File: src/rtl/mips_regfile_param_pkg.sv
// Shared constants and helpers for the parametrised MIPS register file.
// The optional REGFILE_BYPASS_EN build is handled in mips_regfile_param.sv.
package mips_regfile_param_pkg;

  localparam int unsigned MIPS_NUM_REGS = 32;
  localparam int unsigned MIPS_REG_AW   = 5;
  localparam int unsigned MIPS_WORD     = 32;

  localparam int unsigned REG_ZERO = 0;
  localparam int unsigned REG_SP   = 29;
  localparam int unsigned REG_RA   = 31;

  localparam int unsigned     WR_COUNT_W   = 16;
  localparam logic [15:0]     WR_COUNT_MAX = 16'hFFFF;

  // Saturating increment: the count sticks at its maximum instead of wrapping.
  function automatic logic [WR_COUNT_W-1:0] sat_inc(input logic [WR_COUNT_W-1:0] value);
    return (value == WR_COUNT_MAX) ? value : value + 16'd1;
  endfunction

endpackage

File: src/rtl/mips_regfile_param_mux.sv
// Generic N:1 multiplexer over a flattened bus; entry i lives at [i*WIDTH +: WIDTH].
module mux_nbits_nto1 #(
  parameter int unsigned WIDTH = 32,
  parameter int unsigned N     = 32,
  parameter int unsigned SEL_W = $clog2(N)
) (
  input  logic [N*WIDTH-1:0] data_in,
  input  logic [SEL_W-1:0]   sel,
  output logic [WIDTH-1:0]   data_out
);

  always_comb begin
    data_out = data_in[sel*WIDTH +: WIDTH];
  end

endmodule

File: src/rtl/mips_regfile_param.sv
// Parametrised MIPS register file: NUM_RD combinational read ports, one write port.
// Define REGFILE_BYPASS_EN to forward same-cycle write data to matching read lanes.
module mips_regfile_param
  import mips_regfile_param_pkg::*;
#(
  parameter int unsigned WIDTH    = MIPS_WORD,
  parameter int unsigned DEPTH    = MIPS_NUM_REGS,
  parameter int unsigned ADDR_W   = $clog2(DEPTH),
  parameter int unsigned NUM_RD   = 2,
  parameter bit          ZERO_REG = 1'b1
) (
  input  logic                     clk,
  input  logic                     rst_n,
  input  logic                     wr_en,
  input  logic [ADDR_W-1:0]        wr_addr,
  input  logic [WIDTH-1:0]         wr_data,
  input  logic [NUM_RD*ADDR_W-1:0] rd_addr,
  output logic [NUM_RD*WIDTH-1:0]  rd_data,
  output logic [WR_COUNT_W-1:0]    wr_count
);

  logic [WIDTH-1:0]      regs_q [DEPTH];
  logic [WIDTH-1:0]      regs_d [DEPTH];
  logic [WR_COUNT_W-1:0] wr_count_q;
  logic [WR_COUNT_W-1:0] wr_count_d;
  logic [DEPTH*WIDTH-1:0] regs_flat;
  logic                  wr_commit;

  // A write to the hardwired zero register is dropped and not counted.
  assign wr_commit = wr_en && !(ZERO_REG && (wr_addr == ADDR_W'(REG_ZERO)));

  // NOTE: every variable assigned in always_comb gets a default first; a path
  // that leaves it unassigned would infer a latch.
  always_comb begin
    regs_d     = regs_q;
    wr_count_d = wr_count_q;
    if (wr_commit) begin
      regs_d[wr_addr] = wr_data;
      wr_count_d      = sat_inc(wr_count_q);
    end
  end

  // NOTE: the register array is reset explicitly because software relies on
  // every register reading 0 after reset; this keeps it out of plain RAM macros.
  always_ff @(posedge clk) begin
    if (!rst_n) begin
      for (int i = 0; i < DEPTH; i++) regs_q[i] <= '0;
      wr_count_q <= '0;
    end else begin
      regs_q     <= regs_d;
      wr_count_q <= wr_count_d;
    end
  end

  always_comb begin
    regs_flat = '0;
    for (int i = 0; i < DEPTH; i++) regs_flat[i*WIDTH +: WIDTH] = regs_q[i];
    if (ZERO_REG) regs_flat[WIDTH-1:0] = '0;
  end

  for (genvar k = 0; k < NUM_RD; k++) begin : g_rd
    logic [WIDTH-1:0]  stored;
    logic [ADDR_W-1:0] lane_addr;

    assign lane_addr = rd_addr[k*ADDR_W +: ADDR_W];

    mux_nbits_nto1 #(
      .WIDTH (WIDTH),
      .N     (DEPTH),
      .SEL_W (ADDR_W)
    ) u_mux (
      .data_in  (regs_flat),
      .sel      (lane_addr),
      .data_out (stored)
    );

`ifdef REGFILE_BYPASS_EN
    // Write-through so decode sees a value being written back this cycle.
    logic hit;
    assign hit = rst_n && wr_commit && (lane_addr == wr_addr);
    assign rd_data[k*WIDTH +: WIDTH] = hit ? wr_data : stored;
`else
    assign rd_data[k*WIDTH +: WIDTH] = stored;
`endif
  end

  assign wr_count = wr_count_q;

endmodule

File: config.mk
export PLATFORM = sky130hd
export DESIGN_NAME = mips_regfile_param
export DESIGN_NICKNAME = d
export VERILOG_FILES = /design/src/rtl/mips_regfile_param_pkg.sv /design/src/rtl/mips_regfile_param_mux.sv /design/src/rtl/mips_regfile_param.sv
export SDC_FILE = /design/constraint.sdc
export NUM_CORES = 2
export LEC_CHECK = 0
export ABC_CLOCK_PERIOD_IN_PS = 4200
export BUFFER_PORTS_ARGS = -buffer_cell sky130_fd_sc_hd__buf_2
export CORE_ASPECT_RATIO = 1.25
export CORE_UTILIZATION = 60
export CTS_CLUSTER_DIAMETER = 100
export CTS_CLUSTER_SIZE = 16
export DETAILED_ROUTE_END_ITERATION = 10
export GPL_TIMING_DRIVEN = 0
export PLACE_DENSITY = 0.86
export SYNTH_ARGS = -nofsm -noshare
export SYNTH_HDL_FRONTEND = slang
export SYNTH_HIERARCHICAL = 1
export SYNTH_SLANG_ARGS = --single-unit
File: constraint.sdc
create_clock -name clk -period 4.2 [get_ports clk]
set_input_delay 0.21 -clock clk [delete_from_list [all_inputs] [get_ports clk]]
set_output_delay 0.21 -clock clk [all_outputs]
set_load 0.005 [all_outputs]
**Word-level counts from Yosys, hierarchy flattened**

Cells that the tools add are included.

- Register bits after elaboration: 1040
- Output and inout bits: 80
- Logic and storage cells: 49

- Add/sub/neg operators: 1
- Magnitude comparators: 2
- Equal/unequal tests: 1
- Shifts and indexed selects: 2
- Multiplexer cells: 3
- Bitwise gates (word level): 2
- Reduce and logical (&&, ||, !) cells: 5

Operator list:

| kind | count |
|---|---|
| variable part select 1024 x 11 -> 32 bit | 2 |
| bitwise mux 1024 bit | 1 |
| demux 32 bit (select 5 bit) | 1 |
| 2-to-1 mux 32 bit | 1 |
| adder 16 x 1 -> 16 bit (second input constant) | 1 |
| equality test 16 bit (second input constant) | 1 |
| greater-or-equal comparator 6 bit (second input constant) | 1 |
| less-than comparator 6 x 1 -> 1 bit (second input constant) | 1 |
| NOT 5 -> 6 bit | 1 |
| zero test 5 bit | 1 |
| logical AND 1 bit | 2 |
| AND reduction 2 bit | 1 |
| zero test 1 bit | 1 |
| NOT 1 bit | 1 |

**Depth between registers and ports, before layout**

- Depth after elaboration: 6
- Depth in mapped cells: 8
- Depth with buffers taken out: 5

**Hierarchy**

The synthesis kept the hierarchy.

Modules (own cells, without submodules):

| module | times used | cells each | area each (um^2) |
|---|---|---|---|
| mips_regfile_param | 1 | 4561 | 35579.1 |
| mux_nbits_nto1 | 2 | 1158 | 8887.3 |

**Worst setup path after synthesis**

Ideal clock, no wire load.

- Kind: register -> register
- Start point: reg wr_count_q[0] (netlist: wr_count[0])
- End point: reg wr_count_q[9] (netlist: wr_count[9])
- Data arrival time: 1.538 ns
- Required time: 4.130 ns
- Setup slack: 2.591 ns
- Stages on the path, launching flop included: 7
- Path buffers: 1
- Clock period less this slack: 1.609 ns
- Cell sequence: dfxtp_1 ha_1 nand3_1 nor3_1 buf_2 or4_1 a21oi_1

- Word-level cells in the longest chain between the ends: 3
- Elaborated cells on any way between the ends: 4
- Classes of those cells: 1 x add/sub; 1 x eq/ne; 1 x bitwise; 1 x reduce/logical

RTL lines:

| what | RTL line | text |
|---|---|---|
| from (decl) | mips_regfile_param.sv:24 | `logic [WR_COUNT_W-1:0] wr_count_q;` |
| from (signal assigned) | mips_regfile_param.sv:51 | `wr_count_q <= wr_count_d;` |
| branches (longest 3 deep; another with adder 16 x 1 -> 16 bit) | n/a |  |

Several ways; the timed one is not identified.
A chain may end at the register's enable or synchronous reset.

**Final worst setup path**

- Start point: in rd_addr[5]
- End point: out rd_data[32]

- Word-level cells in the longest chain between the ends: 1

RTL lines:

| what | RTL line | text |
|---|---|---|
| from (decl) | mips_regfile_param.sv:17 | `input logic [NUM_RD*ADDR_W-1:0] rd_addr,` |
| variable part select 1024 x 11 -> 32 bit | mips_regfile_param_mux.sv:13 | `data_out = data_in[sel*WIDTH +: WIDTH];` |
| to (decl) | mips_regfile_param.sv:18 | `output logic [NUM_RD*WIDTH-1:0] rd_data,` |

Every way passes these cells.

==> flow_metrics.env <==
export IMPL_grt_first_pass_wirelength_um=321000
export IMPL_start_util=0.610
export IMPL_avgViaCountPerCell=6.49
export IMPL_fmaxAchievable_mhz=248
export IMPL_hold_viol=0
export IMPL_cts_buffers=72
export IMPL_synthTopCellsByArea="dfxtp_1, mux2i_1, nand2_1, a21oi_1, clkbuf_1"
export IMPL_nets=7222
export IMPL_post_cts_buffers=0
export IMPL_failed_checks="capacitance limit, slew limit"
export IMPL_ys_async_sr_fraction=0
export IMPL_setup_viol=0
export IMPL_io_pins=130
export IMPL_grt_max_degree=17
export IMPL_crit_path_max_incr_delay_ns=1.14
export IMPL_hp_class="in2reg"
export IMPL_die_area_sq_mm=0.0901
export IMPL_required_ns=3.99
export IMPL_slowest_stage="clkbuf_1"
export IMPL_die_w_um=269
export IMPL_avgSynthCellArea_sq_um=7.76
export IMPL_setup_tns_ns=0
export IMPL_maxCapViolCount=3
export IMPL_postRouteAntennaNets=0
export IMPL_status="finished with violations"
export IMPL_leakage_nw=21.8
export IMPL_cts_sinks=1008
export IMPL_dr_total_vias=54300
export IMPL_synth_distinct_cells=55
export IMPL_area_growth_pct=8.68
export IMPL_power_density_mw_per_mm2=330
export IMPL_clk_pin_slew_worst_paths_ns=0.07
export IMPL_grt_pass1_vias=52100
export IMPL_ys_seq_elements=1008
export IMPL_dr_pass1_iters=7
export IMPL_routed_wl_um=223000
export IMPL_holdWs_ns=0.151
export IMPL_yosys_area_top_type="dfxtp_1"
export IMPL_ys_warn_count=6
export IMPL_vdd_drop_max_mv=0.337
export IMPL_track_usage=0.483
export IMPL_rows=121
export IMPL_seq_area_frac_synth=0.378
export IMPL_yosysTopAreaCellShare=0.378
export IMPL_hold_buffers=33
export IMPL_cp_start_kind="input port"
export IMPL_cp_arrival_ns=3.81
export IMPL_antenna_found_initial=19
export IMPL_final_layout_size_suffix_gt1_frac=0.0698
export IMPL_hpwlAfterDp_um=172000
export IMPL_fin_crit_ns=4.02
export IMPL_finalMaxSlewViolations=24
export IMPL_cts_max_path_buffers=3
export IMPL_timing_final_crit_share=0.958
export IMPL_critical_path_buf_inv_count=4
export IMPL_core_sq_mm=0.0875
export IMPL_slew_headroom=-0.0334
export IMPL_gr_total_overflow=0
export IMPL_critPathTopFamily="buffers and inverters"
export IMPL_drtIter0Drc=8008
export IMPL_crit_chain="buf_2 -> nor2_1 -> clkbuf_1 -> clkbuf_1 -> a22oi_1 -> nand3_1 -> nand3_1 -> buf_2"
export IMPL_synth_ff_type="dfxtp_1"
export IMPL_netlist_area_sq_mm=0.0534
export IMPL_postSynthCellCount=6877
export IMPL_wl_per_cell_um=26.7
export IMPL_cts_tree="yes"
export IMPL_die_height_um=335
export IMPL_io_buffers=124
export IMPL_clock_latency_ns=0.67
export IMPL_drcViolationCount=0
export IMPL_cts_root_buf="clkbuf_16"
export IMPL_rsz0062_at_grt="false"
export IMPL_crit_path_max_fanout=10
export IMPL_synth_edff_count=0
export IMPL_skew_ns=0.00807
export IMPL_power_total_w=0.0191
export IMPL_crit_type="in2out"
export IMPL_cts_resized=0
export IMPL_gp_congestion=1.10
export IMPL_tightest_slew_ns=1.55
export IMPL_cts_max_level=3
export IMPL_crit_path_end_kind="primary output"
## cells by family after synthesis
logic type,count (synthesis),share of synthesized area
and+or+nand+nor,2580,0.196
AOI/OAI and AO/OA,1596,0.171
muxes,1030,0.193
DFF,1008,0.378
buffers and inverters,661,0.0620
adders and majority gates,1,0.000234
other,1,0.0000703
## power by group
group | switching, W | total [W] | internal, W
clock | 0.00353 | 0.00678 | 0.00324
combinational | 0.00189 | 0.00267 | 0.000778
sequential | 0.0000607 | 0.00968 | 0.00962
total | 0.00548 | 0.0191 | 0.0136
## per-stage QoR
step	utilization	setup WS, ns	area [sq um]	instances
3_3_place_gp	0.636	0.596	55700	8232
6_report	0.663	0.176	58000	8359
3_5_place_dp	0.636	0.528	55700	8232
2_1_floorplan	-	2.59	53600	6940
4_1_cts	0.662	0.528	57900	8344
5_1_grt	0.662	0.476	58000	8350
## synthesized netlist by cell type (9+ instances only)
master / number
nor3_1: 67
a22o_1: 128
buf_2: 130
buf_4: 73
mux2i_1: 1030
a31oi_1: 64
a21oi_1: 1191
nor2_1: 11
dfxtp_1: 1008
nand3_1: 198
a22oi_1: 192
buf_6: 50
buf_1: 12
nor2_2: 15
clkbuf_1: 391
nand2b_1: 9
nand2_1: 2221
## flip-flops by register name, indices dropped and copies added (netlist names)
name,flops
regs_flat,992
wr_count,16
## final cells by class
cell class	count	area (sq um)
Multi-Input combinational cell	5271	30100
Buffer	660	3310
Sequential cell	1008	20200
Timing Repair Buffer	157	951
Clock buffer	77	1930
Fill cell	7549	29500
Tap cell	1168	1460
Clock inverter	2	17.5
Antenna cell	15	37.5
Inverter	1	3.75
## placed cells by master, fill, tap and decap left out, types with 67 or more instances in the layout
master / n
a21oi_1: 1191
a22o_1: 128
a22oi_1: 192
buf_2: 254
buf_4: 73
clkbuf_1: 390
clkbuf_16: 77
dfxtp_1: 1008
mux2i_1: 1030
nand2_1: 2221
nand3_1: 198
nor3_1: 67
## final timing paths
kind                  start        endpoint  slack, ns  cells past startpoint
max reg2reg     wr_count[9]     wr_count[4]       2.27                      4
min                   wr_en     wr_count[6]       0.15                      4
max              rd_addr[5]     rd_data[32]       0.18                      8
min reg2reg  regs_flat[868]  regs_flat[868]       0.47                      2
## layer usage
layer,global-route usage,part of all wire
met1,0.548,0.34
met2,0.730,0.43
met3,0.147,0.13
met4,0.425,0.10
met5,0.00110,0.00029
## worst reg2reg max path, cell delays in order (launching register included)
cell	delay (ns)
dfxtp_1	0.46
nand4_1	0.24
nor4_1	0.79
or4_1	0.22
a21oi_1	0.07
(Power assumes the default switching activity.)
